## src/rtl/gpu_pixel_arbiter.sv

```systemverilog
// Shares the single pixel-output path between line rasterizer (priority) and fill engine.
// Latency: 1 clk from accept to out_valid_o; full throughput of 1 pixel/clk.
// Backpressure: out_ready_i low holds the output register and drops both readies.
module gpu_pixel_arbiter #(
    parameter int WIDTH_BITS  = 10,
    parameter int HEIGHT_BITS = 9,
    parameter int LINE_BURST  = 4,
    parameter int CNT_BITS    = 16
) (
    input  logic                   clk,
    input  logic                   n_rst,
    input  logic                   clear_i,
    input  logic                   line_valid_i,
    input  logic [WIDTH_BITS-1:0]  line_x_i,
    input  logic [HEIGHT_BITS-1:0] line_y_i,
    output logic                   line_ready_o,
    input  logic                   fill_valid_i,
    input  logic [WIDTH_BITS-1:0]  fill_x_i,
    input  logic [HEIGHT_BITS-1:0] fill_y_i,
    output logic                   fill_ready_o,
    output logic                   out_valid_o,
    input  logic                   out_ready_i,
    output logic [WIDTH_BITS-1:0]  x_o,
    output logic [HEIGHT_BITS-1:0] y_o,
    output logic                   src_o,
    output logic [CNT_BITS-1:0]    line_count_o,
    output logic [CNT_BITS-1:0]    fill_count_o,
    output logic                   busy_o
);

    typedef struct packed {
        logic [WIDTH_BITS-1:0]  x;
        logic [HEIGHT_BITS-1:0] y;
        logic                   src;
    } pix_t;

    localparam logic [3:0] BURST_LIM = 4'(LINE_BURST);

    pix_t       out_q;
    pix_t       in_pix;
    logic [3:0] burst_cnt;
    logic       load_en;
    logic       grant_line;
    logic       grant_fill;
    logic       line_xfer;
    logic       fill_xfer;

    // Readies are held low during reset so engines keep valid and re-present.
    assign load_en = n_rst & (~out_valid_o | out_ready_i);

    always_comb begin
        grant_fill = fill_valid_i & (~line_valid_i | (burst_cnt == BURST_LIM));
        grant_line = line_valid_i & ~grant_fill;
        in_pix     = grant_fill ? pix_t'{fill_x_i, fill_y_i, 1'b1}
                                : pix_t'{line_x_i, line_y_i, 1'b0};
    end

    assign line_ready_o = load_en & grant_line;
    assign fill_ready_o = load_en & grant_fill;
    assign line_xfer    = line_valid_i & line_ready_o;
    assign fill_xfer    = fill_valid_i & fill_ready_o;

    always_ff @(posedge clk) begin
        if (!n_rst) begin
            out_valid_o <= 1'b0;
            out_q       <= '0;
        end else if (load_en) begin
            out_valid_o <= line_xfer | fill_xfer;
            if (line_xfer | fill_xfer) out_q <= in_pix;
        end
    end

    // Burst counter only tracks line wins that actually kept fill waiting.
    always_ff @(posedge clk) begin
        if (!n_rst || clear_i) begin
            burst_cnt    <= '0;
            line_count_o <= '0;
            fill_count_o <= '0;
        end else begin
            if (line_xfer) burst_cnt <= fill_valid_i ? burst_cnt + 4'd1 : 4'd0;
            else if (fill_xfer) burst_cnt <= 4'd0;
            if (line_xfer && line_count_o != '1) line_count_o <= line_count_o + CNT_BITS'(1);
            if (fill_xfer && fill_count_o != '1) fill_count_o <= fill_count_o + CNT_BITS'(1);
        end
    end

    assign x_o    = out_q.x;
    assign y_o    = out_q.y;
    assign src_o  = out_q.src;
    assign busy_o = out_valid_o | line_valid_i | fill_valid_i;

endmodule

```

## config.mk

```make
export PLATFORM = sky130hd
export DESIGN_NAME = gpu_pixel_arbiter
export DESIGN_NICKNAME = d
export VERILOG_FILES = /design/src/rtl/gpu_pixel_arbiter.sv
export SDC_FILE = /design/constraint.sdc
export NUM_CORES = 1
export LEC_CHECK = 0
export BUFFER_PORTS_ARGS = -buffer_cell sky130_fd_sc_hd__buf_2
export CAP_MARGIN = 40
export CORE_ASPECT_RATIO = 1.25
export CORE_MARGIN = 5
export CORE_UTILIZATION = 50
export CTS_CLUSTER_DIAMETER = 60
export DETAILED_ROUTE_END_ITERATION = 7
export PLACE_DENSITY = 0.79
export SKIP_CTS_REPAIR_TIMING = 1
export SYNTH_ARGS = -nofsm -noshare
export SYNTH_HDL_FRONTEND = slang
export SYNTH_SLANG_ARGS = --single-unit
export TNS_END_PERCENT = 50
```

## constraint.sdc

```tcl
create_clock -name clk -period 2.6 [get_ports clk]
set_input_delay 0.39 -clock clk [delete_from_list [all_inputs] [get_ports clk]]
set_output_delay 0.39 -clock clk [all_outputs]
set_load 0.01 [all_outputs]
```

==> results.txt <==
Once layout is done, the placed cells without fillers occupy 3610 um2. The flow ran to the end, and the final reports show no timing, DRC or antenna violations. For the number of inserted diodes, the log shows 0. The number of clock buffers added by TritonCTS is 9.

Along the worst path, the maximum fanout reaches 19. The tools report the kind of capture point of the worst setup path as an output port. The final number of max-transition violations came out at 0.

After detailed routing, the total wire length is 7580 um. From bottom edge to top edge, the die measures 95.0 um. From left edge to right edge, the die measures 78.0 um. IR analysis of the VDD net gives a maximum drop of 0.428 mV.

The logs give 0.538 for the worst slew slack as a fraction of its limit and 12500 um for the wire length of the first global-routing pass. The run gives 0.507 as the initial standard-cell utilization of the core. Worst path required time: 2.21 ns.

Dividing the synthesized area by the synthesized cell count gives 8.65 um2. After detailed routing, the number of remaining DRC violations is 0. Overall power consumption after layout is estimated at 1.85 mW.

Worst hold path class: input pin to register. For the combined area of all synthesized cells, the log shows 2890 um2. The clock insertion delay at the later pin of the skew report is 0.34 ns, and the average wire length per cell after detail routing is 15.1 um.

The met2 layer usage reported by global route was 0.350; the fmax was 419 MHz. The share of the yosys chip area belonging to registers was 0.395; the post-place setup slack was 0.267 ns. Type of the worst setup path: register to output port.

Clock tree synthesis found a total of 57 sinks. The commonest cells after synthesis are dfxtp_1 (57), a21oi_1 (39), o21ai_0 (26). Number of antenna violations at the first check in global routing: 0.

The worst reg-to-reg setup slack was 0.44 ns; the final period demand of the worst path was 2.39 ns. The fraction of layout instances using a drive strength above 1 came out at 0.286. TritonCTS built the clock tree.

The post-route fraction of the period consumed by the critical path is 0.917. Synthesis produced a netlist whose cell count is 334. The post-synthesis cell type with the largest combined area was dfxtp_1.

Traced cell by cell, the critical path runs through inv_1 -> ha_1 -> and4b_4 -> or3_4 -> clkinv_1 -> buf_2. The count of cells in the finished layout, fillers not included, comes to 503. On the critical path, the stage with the largest delay is an instance of or3_4.

The number of global-route vias before repair is 2802, and the largest stage delay on the critical path is 0.43 ns. The area growth from synthesis to layout is 25.0%. The clock-pin transition on the worst setup and hold timing paths came out at 0.06 ns. The first detailed-routing pass ran for 4 iterations. The via count normalized by instance count was 5.89; the global routing met1 resource utilization was 0.240. The commonest register cell after synthesis was dfxtp_1. The clock passes through at most 2 buffers.

For the standby leakage power, the log shows 1.47 nW. The routed layout has 2961 vias. The tool flagged a number of max-cap violations equal to 0. The async set-reset flop share out of synthesis is 0, and the final weighted congestion of routability-driven global placement is 0.835. The tools report the violation count after the first detailed-routing iteration as 150. STA classifies the critical path startpoint as a register.

The largest net degree at the start of global routing is 28, and the number of buffers inserted by port buffering is 99. The count of H-tree levels built during CTS came out at 3. Counting every net in the synthesized netlist gives 382. Among all cell types in the netlist, the one instantiated most often is dfxtp_1. Setup repair after global routing left no endpoint under its margin. The transition time at the pin with the least slew margin works out to 0.693 ns. The met3 global-route usage came out at 0.0534. Data arrives at the worst endpoint at 2.00 ns. 100 I/O pins were placed. For the final worst clock skew, the log shows 0.00480 ns. The logs give 0 for the number of warnings issued by yosys and 0 for the number of nets with antenna violations after routing. For the final routed database, the setup TNS stands at 0 ns. After filler insertion, the fill cell instance count of the layout stands at 515. In the final design database the tool counted 480 nets.

The logs give 0.208 for the global router's overall resource usage and 5700 um2 for the core area. The run gives 487 as the instance count after placement with tap cells included. In the post-route analysis, the smallest setup slack over all paths is 0.215 ns.

Clock tree synthesis selected as its root buffer the cell clkbuf_8. For the final hold violation count, the log shows 0. After synthesis the netlist holds a flip-flop and latch count of 57. The total overflow left after global routing is 0. Number of enable-type register cells in the synthesized netlist: 0. The power density relative to cell area is 513 nW/um2, and the fraction of post-synthesis cell area in the top cell type by area is 0.395. Setup violations remaining at the end of the flow were counted as 0.

The die covers 7410 um2. The detailed placer's ending HPWL is 5440 um, and the post-place instance area is 3430 um2. The initialized floorplan defines 31 standard-cell rows. After synthesis, the netlist uses 44 different library cells. Busiest layer in global routing: met2. Ranked by total cell area, the synthesized netlist is headed by dfxtp_1 (39%), mux2i_1 (8.7%), a21oi_1 (6.8%), o21ai_0 (4.5%), or4_1 (3.9%).
[power breakdown]
group | switching (mW) | internal [mW]
clock network | 0.346 | 0.393
registers | 0.0142 | 0.902
logic | 0.113 | 0.0852
total | 0.473 | 1.38
[placed cells by master (no fill, tap or decap), types with 2 or more instances in the layout]
cell type and instances:
buf_2 99, dfxtp_1 57, a21oi_1 39, o21ai_0 26, mux2i_1 25, nand2_1 19, or4_1 15, nand3_1 14
nor4_1 13, o31ai_1 13, nand4_1 12, clkbuf_8 11, buf_4 9, nand2b_1 8, inv_1 7, nor2_1 6
and4_1 6, a31oi_1 5, or3_1 4, nor3_1 4, ha_1 4, nor2b_1 3, o211ai_1 3, o21a_1 3
and3_1 3, clkinv_2 3, o211a_1 2, nand3b_1 2, nor3b_1 2, o31a_1 2, clkbuf_1 2
[worst max-delay path, delay by kind of cell (launching register included)]
kind                       cells  cell delay, ns
adders and majority gates      1            0.20
DFF                            1            0.39
and+or+nand+nor                2            0.64
buffers and inverters          3            0.42
[flip-flops by register name (all words and copies together) (netlist names)]
register and cells:
y_o 9, x_o 10, out_valid_o 1, src_o 1
fill_count_o 16, burst_cnt 4, line_count_o 16
[cell families after synthesis]
| logic type | share of synthesized area |
|---|---|
| AOI/OAI and AO/OA | 0.214 |
| muxes | 0.0866 |
| and+or+nand+nor | 0.242 |
| adders and majority gates | 0.0173 |
| DFF | 0.395 |
| buffers and inverters | 0.0459 |
[through the flow]
step                      hold slack (ns)  utilization
after floorplan                     0.475            -
after global routing                0.359        0.634
after global placement              0.448        0.602
after detailed placement            0.461        0.602
after CTS                           0.335        0.633
final                               0.331        0.634
[final cells by class]
type                       instances  area [um2]  area share
clock buffer                      13         159      0.0440
clock inverter                     3        15.0     0.00416
inverter                           8        30.0     0.00831
multi-input combinational        248        1620       0.449
sequential                        57        1140       0.316
tap                               66        82.6      0.0229
timing repair buffer             108         563       0.156
[final timing paths]
check | start | depth (start not counted) | end
worst max-delay path | burst_cnt[0] | 6 | line_ready_o
worst min-delay path | line_x_i[8] | 3 | x_o[8]
worst max register to register | burst_cnt[0] | 6 | line_count_o[15]
worst min register to register | src_o | 2 | src_o
[routing by layer]
| layer | part of all wire | routed length, um | vias up |
|---|---|---|---|
| met5 | 0 | 0 | - |
| met2 | 0.50 | 3820 | 88 |
| met3 | 0.060 | 458 | 16 |
| li1 | - | - | 1488 |
| met4 | 0.026 | 195 | 0 |
| met1 | 0.41 | 3110 | 1369 |
Power figures use the tool's default switching activity.
